--- config.mk ---
export PLATFORM = sky130hd
export DESIGN_NAME = ps2_cmd_arbiter
export DESIGN_NICKNAME = d
export VERILOG_FILES = /design/src/rtl/ps2_cmd_arbiter.sv
export SDC_FILE = /design/constraint.sdc
export NUM_CORES = 1
export LEC_CHECK = 0
export ABC_CLOCK_PERIOD_IN_PS = 2200
export CORE_UTILIZATION = 44
export DETAILED_ROUTE_END_ITERATION = 10
export GPL_ROUTABILITY_DRIVEN = 0
export GPL_TIMING_DRIVEN = 0
export HOLD_SLACK_MARGIN = 0.02
export PLACE_DENSITY_LB_ADDON = 0.15
export SLEW_MARGIN = 20
export SYNTH_ARGS = -nofsm -noshare
export SYNTH_HDL_FRONTEND = slang
export SYNTH_SLANG_ARGS = --single-unit
--- constraint.sdc ---
create_clock -name CLK -period 2.2 [get_ports CLK]
set_input_delay 0.55 -clock CLK [delete_from_list [all_inputs] [get_ports CLK]]
set_output_delay 0.55 -clock CLK [all_outputs]
set_load 0.02 [all_outputs]
--- src/rtl/ps2_cmd_arbiter.sv ---
// Round-robin sharing of one PS/2 byte transmitter/receiver between two command
// requesters, with ACK/resend/error handling, bounded retries and per-state timeout.
module ps2_cmd_arbiter #(
   parameter int TIMEOUT   = 2500000,
   parameter int MAX_RETRY = 3,
   parameter int CNT_W     = 22
) (
   input  logic       CLK,
   input  logic       RESET,
   input  logic       REQ0,
   input  logic       REQ1,
   input  logic [7:0] CMD0,
   input  logic [7:0] CMD1,
   output logic       DONE0,
   output logic       DONE1,
   output logic [1:0] RESULT,
   output logic       BUSY,
   output logic       SEND_BYTE,
   output logic [7:0] BYTE_TO_SEND,
   input  logic       BYTE_SENT,
   output logic       READ_ENABLE,
   input  logic       BYTE_READY,
   input  logic [7:0] BYTE_READ,
   input  logic [1:0] BYTE_ERROR_CODE
);

   localparam int RTY_W = (MAX_RETRY < 1) ? 1 : $clog2(MAX_RETRY + 1);

   localparam logic [1:0] RES_ACK = 2'b00;
   localparam logic [1:0] RES_ERR = 2'b01;
   localparam logic [1:0] RES_TMO = 2'b10;

   localparam logic [7:0] DEV_ACK    = 8'hFA;
   localparam logic [7:0] DEV_RESEND = 8'hFE;
   localparam logic [7:0] DEV_ERROR  = 8'hFC;

   typedef enum logic [2:0] {
      S_IDLE,
      S_SEND,
      S_WAIT_SENT,
      S_WAIT_ACK,
      S_DONE
   } state_t;

   state_t            state_q, state_d;
   logic              grant_q, grant_d;
   logic              last_q, last_d;
   logic [RTY_W-1:0]  retry_q, retry_d;
   logic [CNT_W-1:0]  timer_q, timer_d;
   logic [7:0]        byte_q, byte_d;
   logic [1:0]        result_q, result_d;
   logic              expired;
   logic              retry_req;
   logic              retry_err;

   assign expired = (timer_q == CNT_W'(TIMEOUT - 1));

   always_ff @(posedge CLK) begin
      if (RESET) begin
         state_q  <= S_IDLE;
         grant_q  <= 1'b0;
         last_q   <= 1'b1;
         retry_q  <= '0;
         timer_q  <= '0;
         byte_q   <= 8'h00;
         result_q <= RES_ACK;
      end else begin
         state_q  <= state_d;
         grant_q  <= grant_d;
         last_q   <= last_d;
         retry_q  <= retry_d;
         timer_q  <= timer_d;
         byte_q   <= byte_d;
         result_q <= result_d;
      end
   end

   always_comb begin
      state_d   = state_q;
      grant_d   = grant_q;
      last_d    = last_q;
      retry_d   = retry_q;
      timer_d   = timer_q;
      byte_d    = byte_q;
      result_d  = result_q;
      retry_req = 1'b0;
      retry_err = 1'b0;

      case (state_q)
         S_IDLE: begin
            if (REQ0 || REQ1) begin
               // Contention goes to whichever requester was not served last.
               grant_d = (REQ0 && REQ1) ? ~last_q : REQ1;
               byte_d  = grant_d ? CMD1 : CMD0;
               retry_d = '0;
               state_d = S_SEND;
            end
         end
         S_SEND: begin
            timer_d = '0;
            state_d = S_WAIT_SENT;
         end
         S_WAIT_SENT: begin
            timer_d = timer_q + CNT_W'(1);
            if (BYTE_SENT) begin
               timer_d = '0;
               state_d = S_WAIT_ACK;
            end else if (expired) begin
               retry_req = 1'b1;
            end
         end
         S_WAIT_ACK: begin
            timer_d = timer_q + CNT_W'(1);
            // A decisive reply outranks a simultaneous timeout; unrecognised bytes do not.
            if (BYTE_READY && (BYTE_ERROR_CODE != 2'b00 || BYTE_READ == DEV_RESEND)) begin
               retry_req = 1'b1;
               retry_err = 1'b1;
            end else if (BYTE_READY && BYTE_READ == DEV_ACK) begin
               result_d = RES_ACK;
               state_d  = S_DONE;
            end else if (BYTE_READY && BYTE_READ == DEV_ERROR) begin
               result_d = RES_ERR;
               state_d  = S_DONE;
            end else if (expired) begin
               retry_req = 1'b1;
            end
         end
         S_DONE: begin
            last_d  = grant_q;
            state_d = S_IDLE;
         end
         default: state_d = S_IDLE;
      endcase

      if (retry_req) begin
         if (retry_q < RTY_W'(MAX_RETRY)) begin
            retry_d = retry_q + RTY_W'(1);
            state_d = S_SEND;
         end else begin
            result_d = retry_err ? RES_ERR : RES_TMO;
            state_d  = S_DONE;
         end
      end
   end

   assign SEND_BYTE    = (state_q == S_SEND);
   assign READ_ENABLE  = (state_q == S_WAIT_ACK);
   assign BUSY         = (state_q != S_IDLE);
   assign DONE0        = (state_q == S_DONE) && !grant_q;
   assign DONE1        = (state_q == S_DONE) && grant_q;
   assign RESULT       = result_q;
   assign BYTE_TO_SEND = byte_q;

endmodule
==> results of run 1 <==
-- logic make-up (layout without fill, tap and decap cells) --
kind of cell	count (synthesis)	count (layout)	synth area share, %
mux	11	11	5.62
compound gates	33	33	12.0
simple gates	112	112	28.5
xor+xnor	22	22	9.72
flops	39	39	39.4
fa+ha+maj	2	2	1.26
buf+inv	18	79	3.60
-- final cells by class --
class / count / area [sq um] / share of cell area [%]
flip-flops and latches: 39 / 783 / 29.0
well taps: 52 / 65.1 / 2.41
plain buffers: 9 / 43.8 / 1.62
clock inverters: 1 / 5.00 / 0.185
clock buffers: 7 / 76.3 / 2.83
multi-input cells: 180 / 1190 / 44.0
repair buffers: 54 / 508 / 18.8
inverters: 8 / 30.0 / 1.11
-- sequential cells by signal, summed over array words and instances, names as in the netlist --
register      count
RESULT            2
state_q           3
retry_q           2
timer_q          22
grant_q           1
BYTE_TO_SEND      8
last_q            1
-- Yosys cell counts, types with 2 or more instances --
cell	number
mux2i_1	10
nand3b_1	3
nor2b_1	3
a211oi_1	8
nor4_1	6
and3_1	3
nand3_1	7
dfxtp_1	39
xnor2_1	19
nand2_1	16
a21oi_1	5
nor3b_1	2
nor4b_1	3
clkbuf_1	8
o21ai_0	5
xor2_1	3
nor2_1	43
nand4_1	7
ha_1	2
inv_1	8
nor3_1	8
or3_1	3
-- how the worst max path moves through the flow --
stage,start,to,slack (ns),cells after the start
3_5_place_dp,BYTE_SENT,retry_q[0]$_SDFF_PP0_,-0.42,6
3_3_place_gp,BYTE_SENT,retry_q[0]$_SDFF_PP0_,-0.43,6
4_1_cts,BYTE_SENT,state_q[2]$_SDFFE_PP0P_,-0.07,7
6_report,BYTE_SENT,retry_q[0]$_SDFF_PP0_,-0.007,6
5_1_grt,state_q[1]$_SDFFE_PP0P_,retry_q[0]$_SDFF_PP0_,-0.05,6
2_1_floorplan,state_q[1]$_SDFFE_PP0P_,retry_q[0]$_SDFF_PP0_,0.03,6
-- power by group through the flow --
stage | clock network, mW | logic (mW) | registers [mW]
2_1_floorplan | 0 | 0.237 | 0.829
3_3_place_gp | 0 | 0.465 | 0.794
3_5_place_dp | 0 | 0.467 | 0.795
4_1_cts | 0.483 | 0.477 | 0.791
5_1_grt | 0.510 | 0.536 | 0.799
6_report | 0.470 | 0.490 | 0.793
-- timing repair --
item / in CTS / in global routing
endpoints found under the setup margin: 18 / 22
pin swaps: 2 / 3
endpoints found under the hold margin: 0 / 0
buffers inserted: 6 / 3
resized for setup: 10 / 18
gates cloned: 0 / 0
-- cell usage in the layout (no fill, tap or decap), drive strengths merged, types with 2 or more instances in the layout --
cell type and n:
a211oi 8, xor2 3, nor4b 3, nor3b 2, nor3 8, or3 3, ha 2, nand2 16
mux2i 10, and3 3, o21ai 6, nand3 7, dfxtp 39, nand3b 3, xnor2 19, nor2b 3
dlygate4sd2 3, buf 11, nor4 6, a21oi 6, nor2 43, nand4 7, a21boi 2, clkdlybuf4s50 40
clkbuf 16, inv 8
-- per-layer routing --
metal,vias up,wire length [microns],track usage (%)
met5,-,0,0
met4,0,39,4.76
met3,5,220,7.16
met2,40,2190,32.3
met1,867,2090,23.9
li1,957,-,-
-- worst max-delay path, delay by kind of cell --
kind                   cells  cell delay [ns]
AND/OR/NAND/NOR            2             0.53
multiplexers               1             0.33
AO/OA/AOI/OAI              2             0.56
buffers and inverters      1             0.42
==> results by group, run 1 <==
Floorplanning
  • Die span in x: 69.1 microns
  • Core outline area: ~4400 sq um
  • Starting Density: a little under half
  • Area of the die: around 4800 sq um
  • Ports: 47
  • Die Span Y: between 60 and 70 microns
  • FP Rows: 24

Synthesis
  • Asr flop ratio synth: 0%
  • Syn Area/Cell: between 8 and 9 sq um
  • Syn Nets: roughly 270
  • Seq cells post-synth: 39
  • Share of the synthesized area in the top cell type: about two fifths
  • Cell taking the most area after synthesis: dfxtp_1
  • Cell Area, Synth: 1980 sq um
  • Distinct cell type count after synthesis: 48
  • Register area share after synthesis: about two fifths
  • Post-synth EDFFs: 0
  • Cells after Synth: 237
  • Yosys warnings: 0
  • Largest cells by area after synthesis: dfxtp_1 (39%), xnor2_1 (8.4%), nor2_1 (8.1%)
  • Main flop type after synthesis: dfxtp_1

Global routing
  • First-pass GRT wire length: approximately 7600 microns
  • Total Routing Usage GR: between 10% and 20%
  • Total gr overflow: 0
  • Pin count of the biggest net entering global routing: 12
  • Initial antenna violation count: 0
  • Number of global-route vias before repair: between 1500 and 2000

Detailed routing
  • Vias per cell: ~5.3
  • DRC: 0
  • Routed len/inst: 12.9 microns
  • WL final: 4530 microns
  • DR iter-0 viols: between 100 and 150
  • Post-route ant nets: 0
  • First-pass DRT Iterations: 4
  • Routed vias: 1869

Final layout
  • Share of layout cells above drive strength 1: 12.1%
  • Final core occ: 62.0%
  • Non-filler cells, final: 350
  • Layout Cell Area excl Fill: approximately 2700 sq um
  • Layout Nets: ~330
  • Area Overhead vs Synth: 36.2%
  • Diode count: 0
  • Fillers: 400

Timing
  • Hold Slack: approximately 0.47 ns
  • Maximum clock rate: 0.453 GHz
  • Final worst setup slack: -0.00711 ns
  • Max-slew headroom: 61.0%
  • Setup violators final: 1
  • Worst Skew: roughly 0.0022 ns
  • Worst slew pin tran: about 0.58 ns
  • Fin. Hold Viols: 0
  • Max Slew Vio Count: 0
  • Fin crit period: ~2.2 ns
  • RSZ-0062 raised after global routing: true
  • Tcrit/Tclk final: 100%
  • Final TNS setup: -0.00711 ns

Pwr
  • LEAKAGE: approximately 0.93 nW
  • Clock network fraction of total power: a little over a quarter
  • P_int: between 1 and 1.5 mW
  • Net Switching: approximately 0.54 mW
  • Sw Share: slightly above 30%
  • P per Cell Area: roughly 650 nW/um^2
  • Sequential share of power: about 45%
  • Power Total: 1.75 mW
  • Peak supply drop: 376 uV
  • Share of power burned in combinational logic: 27.9%

Clocking
  • # clock sinks: 39
  • CTS tree: built
  • Clk buf depth: 2
  • Cts bufs inserted: 5
  • Clock latency on the worst-skew pair: approximately 0.29 ns
  • H-tree Lvls: 2
  • Worst-path clk slew: 0.07 ns
  • Clk root buf: clkbuf_8
  • Cts hold-fix bufs: 0

Min path
  • Hold Path Class: reg -> reg
  • Hold Path End: last_q$_SDFFE_PP1N_
  • Hold depth: 1
  • Hold Crit Start: last_q$_SDFFE_PP1N_

Placed design
  • Setup WS pre-CTS: -0.420 ns
  • DP Area: roughly 2500 sq um
  • Placed cell count: roughly 330
  • Dpl hpwl: ~3200 microns
  • Port buffer count: 45

Setup path
  • R2r startpoint: state_q[1]$_SDFFE_PP0P_
  • Arrival time at the worst endpoint: 2.39 ns
  • Crit path cell chain: clkdlybuf4s50_1 -> nor2b_4 -> or3_4 -> a2111o_1 -> a21oi_2 -> mux2_1
  • Flop2flop setup slack: 0 ns
  • CP peak stage delay: between 0.4 and 0.5 ns
  • CP Capture Type: flop
  • RR Endpoint: retry_q[0]$_SDFF_PP0_
  • WS Path Type: in -> reg
  • Critical Path Start Type: primary input
  • R2r worst-path depth: 6
  • CP max FO: 4
  • Critical-path top delay cell: clkdlybuf4s50_1
  • CP Data Required Time: approximately 2.4 ns

Job
  • MaxCap Viol Count: 0

Status
  • Status: finished, violations left
  • Violated checks: setup timing
Power figures use the tool's default switching activity.
==> run 2, diff against run 1 <==
--- a/config.mk
+++ b/config.mk
@@ -11,6 +11,7 @@
 export GPL_ROUTABILITY_DRIVEN = 0
 export GPL_TIMING_DRIVEN = 0
 export HOLD_SLACK_MARGIN = 0.02
+export MAX_ROUTING_LAYER = met4
 export PLACE_DENSITY_LB_ADDON = 0.15
 export SLEW_MARGIN = 20
 export SYNTH_ARGS = -nofsm -noshare
==> run 2 against run 1 <==
Compared with the run above:
- the run still ends with setup timing left
- first-iteration DRC count rose by 0.74%
- via count rose by 0.21%
- combinational power barely moved
- global-route usage rose by 0.56 points
- largest cell class unchanged
- highest routed layer unchanged
==> results by group, run 2 (synthesis results as in run 1) <==
Timing
  • RSZ-0062 raised after global routing: true
  • Maximum clock rate: ~0.45 GHz
  • Tcrit/Tclk final: 100%
  • Final TNS setup: -0.00662 ns
  • Fin. Hold Viols: 0
  • Setup violators final: 1
  • Final worst setup slack: -0.00662 ns
  • Fin crit period: 2.21 ns
  • Max-slew headroom: between 60% and 70%
  • Max Slew Vio Count: 0
  • Worst Skew: approximately 0.0019 ns
  • Worst slew pin tran: slightly below 0.6 ns

Setup path
  • Critical-path top delay cell: clkdlybuf4s50_1
  • CP max FO: 4
  • Critical path buffer and inverter count: 1
  • Crit path max-delay family: compound AO/OA/AOI/OAI gates
  • Arrival time at the worst endpoint: 2.39 ns
  • Critical Path Start Type: primary input
  • CP Data Required Time: 2.38 ns
  • CP peak stage delay: 0.42 ns
  • CP Capture Type: flop
  • Crit path cell chain: clkdlybuf4s50_1 -> nor2b_4 -> or3_4 -> a2111o_1 -> a21oi_2 -> mux2_1
  • WS Path Type: in -> reg

Final layout
  • Fillers: 400
  • Most common cell after layout, fill and taps aside: nor2_1
  • Area Overhead vs Synth: 36.2%
  • Diode count: 0
  • Share of layout cells above drive strength 1: about an eighth
  • Layout Cell Area excl Fill: between 2000 and 3000 sq um
  • Commonest non-fill, non-tap cells in the layout: nor2_1 (42), clkdlybuf4s50_1 (40), dfxtp_1 (37)
  • Layout Nets: 331
  • Non-filler cells, final: 350
  • Largest register by flop count: timer_q
  • Largest register FFs: 22

Floorplanning
  • FP Rows: 24
  • Core outline area: 4350 sq um
  • Ports: 47
  • Starting Density: between 40% and 50%
  • Die Span Y: around 69 microns
  • Die span in x: roughly 70 microns
  • Area of the die: 4780 sq um

Global routing
  • Initial antenna violation count: 0
  • First-pass GRT wire length: ~7600 microns
  • Number of global-route vias before repair: approximately 1700
  • Total gr overflow: 0
  • Pin count of the biggest net entering global routing: 12
  • Total Routing Usage GR: 20.1%

Detailed routing
  • Routed len/inst: 13.0 microns
  • Routed vias: 1873
  • WL final: 4550 microns
  • Post-route ant nets: 0
  • Vias per cell: around 5.4
  • DRC: 0
  • DR iter-0 viols: 137
  • First-pass DRT Iterations: 4

Placed design
  • Dpl hpwl: approximately 3200 microns
  • DP Area: approximately 2500 sq um
  • Placed cell count: around 330
  • Port buffer count: 45

Clocking
  • Clock latency on the worst-skew pair: slightly below 0.3 ns
  • Cts bufs inserted: 5
  • Clk buf depth: 2
  • # clock sinks: 39
  • Worst-path clk slew: around 0.07 ns
  • Cts hold-fix bufs: 0
  • H-tree Lvls: 2
  • CTS tree: built
  • Clk root buf: clkbuf_8

Min path
  • Hold Path Class: reg -> reg

Status
  • Violated checks: setup timing
  • Status: finished, violations left

Pwr
  • Power Total: approximately 1.8 mW
  • Peak supply drop: between 300 and 400 uV
  • P per Cell Area: between 600 and 700 nW/um^2
  • LEAKAGE: roughly 0.93 nW

Job
  • MaxCap Viol Count: 0
-- run 2: cell counts in the layout (fill, tap and decap cells not counted) --
Identical to the previous run, type by type.
-- run 2: power breakdown --
part	internal (mW)	switching [mW]	total, mW
logic	0.236	0.255	0.490
registers	0.756	0.0368	0.793
clock network	0.223	0.247	0.470
-- run 2: layout make-up --
cell class	count	area, sq um	area share (%)
tap	52	65.1	2.41
inverter	8	30.0	1.11
multi-input combinational	180	1190	44.0
clock inverter	1	5.00	0.185
sequential	39	783	29.0
timing repair buffer	54	508	18.8
clock buffer	7	76.3	2.83
buffer	9	43.8	1.62
-- run 2: final timing paths --
kind                                              start                    end  slack, ns  depth (start not counted)
worst max-delay path                          BYTE_SENT  retry_q[0]$_SDFF_PP0_     -0.007                          6
worst min-delay path                last_q$_SDFFE_PP1N_    last_q$_SDFFE_PP1N_       0.47                          1
worst max register to register  state_q[1]$_SDFFE_PP0P_  retry_q[0]$_SDFF_PP0_          0                          6
worst min register to register      last_q$_SDFFE_PP1N_    last_q$_SDFFE_PP1N_       0.47                          1
-- run 2: per-stage QoR --
step                      hold WS [ns]  utilization [%]  setup slack [ns]
after global routing             0.487             62.0           -0.0496
after detailed placement         0.455             57.4            -0.420
final                            0.475             62.0          -0.00662
after global placement           0.451             57.4            -0.427
after floorplan                  0.431                -            0.0267
after CTS                        0.473             60.5           -0.0727
-- run 2: metal layers --
layer	part of all wire [%]	track usage, %	vias up
met5	0	-	-
met4	0.88	4.76	0
met3	5.1	6.29	5
met2	48	32.3	50
met1	46	24.5	862
li1	-	-	956
-- run 2: timing repair --
action	4_1_cts	5_1_grt
pin swaps	2	3
gates resized for setup	10	18
buffers inserted	6	3
setup endpoints to repair	18	22
gates cloned	0	0
